**config.mk**
```make
export PLATFORM = sky130hd
export DESIGN_NAME = icache_dm
export DESIGN_NICKNAME = d
export VERILOG_FILES = /design/src/rtl/icache_dm.sv
export SDC_FILE = /design/constraint.sdc
export NUM_CORES = 2
export LEC_CHECK = 0
export ABC_AREA = 0
export BUFFER_PORTS_ARGS = -buffer_cell sky130_fd_sc_hd__buf_2
export CAP_MARGIN = 30
export CELL_PAD_IN_SITES_DETAIL_PLACEMENT = 0
export CELL_PAD_IN_SITES_GLOBAL_PLACEMENT = 1
export CORE_ASPECT_RATIO = 1.1
export CORE_MARGIN = 1.5
export CORE_UTILIZATION = 43
export DETAILED_ROUTE_END_ITERATION = 10
export PLACE_DENSITY = 0.69
export SLEW_MARGIN = 10
export SYNTH_ARGS = -nofsm -noshare
export SYNTH_HDL_FRONTEND = slang
export SYNTH_SLANG_ARGS = --single-unit
```
**constraint.sdc**
```tcl
create_clock -name clk -period 32 [get_ports clk]
set_clock_uncertainty 0.1 [all_clocks]
set_input_delay 6.4 -clock clk [delete_from_list [all_inputs] [get_ports clk]]
set_output_delay 6.4 -clock clk [all_outputs]
set_load 0.05 [all_outputs]
```
**src/rtl/icache_dm.sv**
```systemverilog
// icache_dm: direct-mapped read-only instruction cache with single-line refill from ROM.
module icache_dm #(
    parameter int NUM_LINES  = 16,
    parameter int LINE_WORDS = 4
) (
    input  logic                     clk,
    input  logic                     rst_n,
    input  logic                     if_req_i,
    input  logic [31:0]              if_addr_i,
    input  logic                     if_jump_i,
    input  logic                     icache_inv_i,
    output logic                     icache_hit_o,
    output logic                     icache_ready_o,
    output logic [31:0]              icache_inst_o,
    output logic                     rom_req_o,
    output logic [31:0]              rom_addr_o,
    input  logic                     rom_ready_i,
    input  logic [32*LINE_WORDS-1:0] rom_data_i
);
    localparam int WB  = $clog2(LINE_WORDS);
    localparam int OFF = WB + 2;
    localparam int IDX = $clog2(NUM_LINES);
    localparam int TAG = 32 - IDX - OFF;

    typedef enum logic [1:0] {IDLE, FILL, DRAIN} state_t;

    state_t                 state, state_nxt;
    logic [NUM_LINES-1:0]   valid;
    logic [TAG-1:0]         tags [NUM_LINES];
    logic [31:0]            data [NUM_LINES][LINE_WORDS];
    logic [31:0]            miss_addr;
    logic                   drop, inv_pend;
    logic [IDX-1:0]         idx, midx;
    logic [TAG-1:0]         tag;
    logic [WB-1:0]          wsel, mwsel;
    logic                   hit_raw, fill_done, drain_done;

    assign idx        = if_addr_i[OFF +: IDX];
    assign tag        = if_addr_i[31 -: TAG];
    assign wsel       = if_addr_i[2 +: WB];
    assign midx       = miss_addr[OFF +: IDX];
    assign mwsel      = miss_addr[2 +: WB];
    assign hit_raw    = if_req_i && valid[idx] && tags[idx] == tag;
    assign fill_done  = state == FILL && rom_ready_i;
    assign drain_done = state == DRAIN && !rom_ready_i;

    always_comb begin
        state_nxt      = state;
        icache_hit_o   = 1'b0;
        icache_ready_o = 1'b0;
        icache_inst_o  = '0;
        rom_req_o      = 1'b0;
        rom_addr_o     = '0;
        case (state)
            IDLE: begin
                icache_hit_o = hit_raw;
                if (hit_raw) begin
                    icache_ready_o = 1'b1;
                    icache_inst_o  = data[idx][wsel];
                end else if (if_req_i) begin
                    state_nxt = FILL;
                end
            end
            FILL: begin
                rom_req_o  = 1'b1;
                rom_addr_o = {miss_addr[31:OFF], {OFF{1'b0}}};
                if (rom_ready_i) begin
                    state_nxt = DRAIN;
                    // a redirect in the completion cycle suppresses delivery just like an earlier one
                    if (!drop && !if_jump_i) begin
                        icache_ready_o = 1'b1;
                        icache_inst_o  = rom_data_i[{mwsel, 5'b0} +: 32];
                    end
                end
            end
            DRAIN: state_nxt = rom_ready_i ? DRAIN : IDLE;
            default: state_nxt = IDLE;
        endcase
    end

    always_ff @(posedge clk or negedge rst_n) begin
        if (!rst_n) begin
            state     <= IDLE;
            valid     <= '0;
            miss_addr <= '0;
            drop      <= 1'b0;
            inv_pend  <= 1'b0;
        end else begin
            state <= state_nxt;
            if (state == IDLE && if_req_i && !hit_raw) begin
                miss_addr <= if_addr_i;
                drop      <= 1'b0;
            end
            if (state == FILL && if_jump_i)
                drop <= 1'b1;
            if (state != IDLE && icache_inv_i)
                inv_pend <= 1'b1;
            if (drain_done)
                inv_pend <= 1'b0;
            if (fill_done)
                valid[midx] <= 1'b1;
            if ((state == IDLE && icache_inv_i) || (drain_done && (inv_pend || icache_inv_i)))
                valid <= '0;
        end
    end

    always_ff @(posedge clk) begin
        if (fill_done) begin
            tags[midx] <= miss_addr[31 -: TAG];
            for (int i = 0; i < LINE_WORDS; i++)
                data[midx][i] <= rom_data_i[32*i +: 32];
        end
    end
endmodule

```
==> impl_metrics.toml <==
[critical_path]
rr_worst_depth = 6
worstReg2RegStart = "state[0]"
r2r-end = "data[15][36]"
crit_arrival_ns = 12.58
critPathKind = "input port to output port"
reg2reg_slack_ns = 27.41
cp-start-kind = "input port"
end_kind = "output port"
cp_common_cell = "buf_4"
cp.required_ns = 25.50
slowest_delay_ns = 0.77
cpMaxStageDelayCell = "buf_4"
path_cells = "buf_8 -> buf_4 -> buf_4 -> buf_4 -> buf_16 -> buf_4 -> buf_4 -> mux4_2 -> mux4_2 -> mux4_2 -> a22o_1 -> buf_2"
path_delay_family = "buffers and inverters"
critPathBufInv = 8
path_max_fanout = 62

[sta]
relSlewSlack_pct = 25.0
clock.fmax_mhz = 52.4
setup_violations = 0
hold_viol = 0
setup_tns_ns = 0
min_period_over_period_pct = 59.6
rsz0062_at_grt = "false"
finalMaxSlewViolations = 0
whs_ns = 0.395
min_period_ns = 19.08
setup_slack_ns = 12.92
worst_slew_pin_slew_ns = 1.13

[floorplan]
dieHeight_um = 499
io_pins = 233
coreArea_um2 = 222000
start_util_pct = 43.4
rows = 181
die-width_um = 454
dieArea_um2 = 226000

[power_and_ir_drop]
p_int_mw = 5.72
ir_worst_vdd_v = 0.0000650
p_per_area_nw_per_um2 = 68.6
power_mw = 7.50
clock_power_share_pct = 38.2
p_comb_share_pct = 9.6
switching_power_mw = 1.78
seq_power_share_pct = 52.2
p_leak_nw = 34.4
swShare_pct = 23.8

[finish]
layout.cells.non_filler = 7405
fillCellCount = 17400
fin_nets = 4401
final_core_util_pct = 49.4
multi_input_area_um2 = 20900
fin_area_um2 = 109000
area_growth_pct = 13.8
drive_gt1_share_pct = 34.8
regArea_um2 = 74300

[routing]
finalWirelength_um = 226000
antenna_left = 0
drt-pass1-iter-count = 7
num_vias = 43600
route.detailed.drc = 0
via_per_inst = 5.89
drt_iter0_drc = 4438
avgRoutedWirePerCell_um = 30.6

[placed_design]
place_ws_ns = 11.85
place_area_um2 = 101000
numPortBuffers = 226
dp_cells = 6918
post-dp-hpwl_um = 121000
gp_congestion = 0.721

[clock_network]
cts_hold_buffers = 0
cts-root-buf = "clkbuf_16"
worstSkewPairLatency_ns = 0.92
cts_setup_buffers = 0
clock_sinks = 2482
clk_pin_slew_ns = 0.06
cts_resized = 0
h-tree-depth = 4
cts_inserted_buffers = 236
cts_tree = "yes"
cts_buffer_depth = 3

[synth]
synth_top_area_share_pct = 76.0
ys_ff_latch = 2482
synthArstFlopShare_pct = 2.01
synth.distinct_cells = 56
synth_enable_flop_cells = 2432
netlist_instances = 3885
synth.yosys.seq_area_share_pct = 77.3
synth_most_common_cell = "edfxtp_1"
avgSynthCellArea_um2 = 24.7
synth_area_leader_cell = "edfxtp_1"
ys_top_cells_by_area = "edfxtp_1 (76%), mux4_2 (19%), dfrtp_1 (1.3%)"
synth_area_um2 = 96100
yosys_warnings = 0
ys_top_cells_by_count = "edfxtp_1 (2432), mux4_2 (791), buf_2 (93), clkbuf_1 (64), nor2_1 (62)"
synth_flop_cell = "edfxtp_1"

[global_routing]
grt_pass1_wl_um = 328000
antenna_found_initial = 80
grt_max_degree = 125
track_usage_pct = 20.2
grt_pass1_vias = 45900
grt-ovfl-total = 0

[hold_path]
whs_endpoint = "valid[2]"
hold_depth = 2
worstHoldStart = "valid[2]"
hp-class = "flip-flop to flip-flop"

[outcome]
outcome = "finished clean"

[job]
drv_cap = 0
==> worst max path at each step <==
stage                      start           endpoint  slack (ns)  cells past startpoint
finish              if_addr_i[4]   icache_inst_o[9]       12.92                     12
CTS                 if_addr_i[4]   icache_inst_o[9]       11.86                     11
floorplan            rom_ready_i         data[0][0]       13.90                      3
detailed placement  if_addr_i[4]   icache_inst_o[9]       11.85                     11
global placement    if_addr_i[4]  icache_inst_o[20]       11.59                     11
global route        if_addr_i[4]   icache_inst_o[9]       12.35                     12
==> area by class of cell <==
cell class	instances	area share, %
multi-input combinational	1186	19.1
timing repair buffer	325	2.14
antenna	33	0.0755
sequential	2482	67.9
inverter	4	0.0137
tap	2928	3.35
clock buffer	289	5.70
clock inverter	158	1.70
==> flip-flops by register name, indices dropped and copies added, names as in the netlist <==
signal,cells
tags,384
state,2
valid,16
drop,1
data,2048
miss_addr,30
inv_pend,1
==> cells by family after synthesis <==
group,synth area share [%]
buf+inv,1.10
flops,77.3
compound gates,0.786
xor+xnor,0.355
simple gates,0.881
other cells,0.00390
mux,19.6
==> power groups by stage <==
stage	Combinational, mW	Sequential (mW)	Clock, mW
floorplan	0.473	3.97	0
global placement	0.699	3.99	0
detailed placement	0.728	3.99	0
CTS	0.730	3.92	2.92
global route	0.759	3.94	3.04
finish	0.720	3.92	2.87
==> cells in the final DEF, fill, tap and decap left out, types with 5 or more instances in the layout <==
master	instances
mux4_2	791
clkinv_1	48
clkinv_2	51
buf_4	72
clkbuf_8	8
bufinv_16	30
nand2_1	17
dfrtp_1	48
mux2_2	13
clkbuf_1	43
buf_2	220
nor2b_1	6
a22oi_1	5
and2_1	31
o22ai_1	12
clkinvlp_4	8
nor3_2	5
edfxtp_1	2432
nor2_4	12
xor2_1	11
clkinv_16	11
a22o_1	34
mux2_4	28
nand2b_1	11
xnor2_1	28
a21oi_1	7
buf_12	18
mux2i_1	47
buf_16	10
nor3_1	6
nand3_1	10
nor2_1	50
clkbuf_16	239
diode_2	33
==> routing by layer <==
metal  share of wire (%)  GRT usage (%)  vias up
met1                  40           27.2    24000
li1                    -              -    17700
met2                  51           34.0     1506
met4                 2.5           5.40       28
met5               0.076              0        -
met3                 6.5           3.58      390
==> tightest hold or removal path: stages, from the launching register on <==
cell	delay, ns
dfrtp_1	0.34
nor2_1	0.05
nor2_1	0.07
Note: power is estimated with default switching activity, not from simulation.
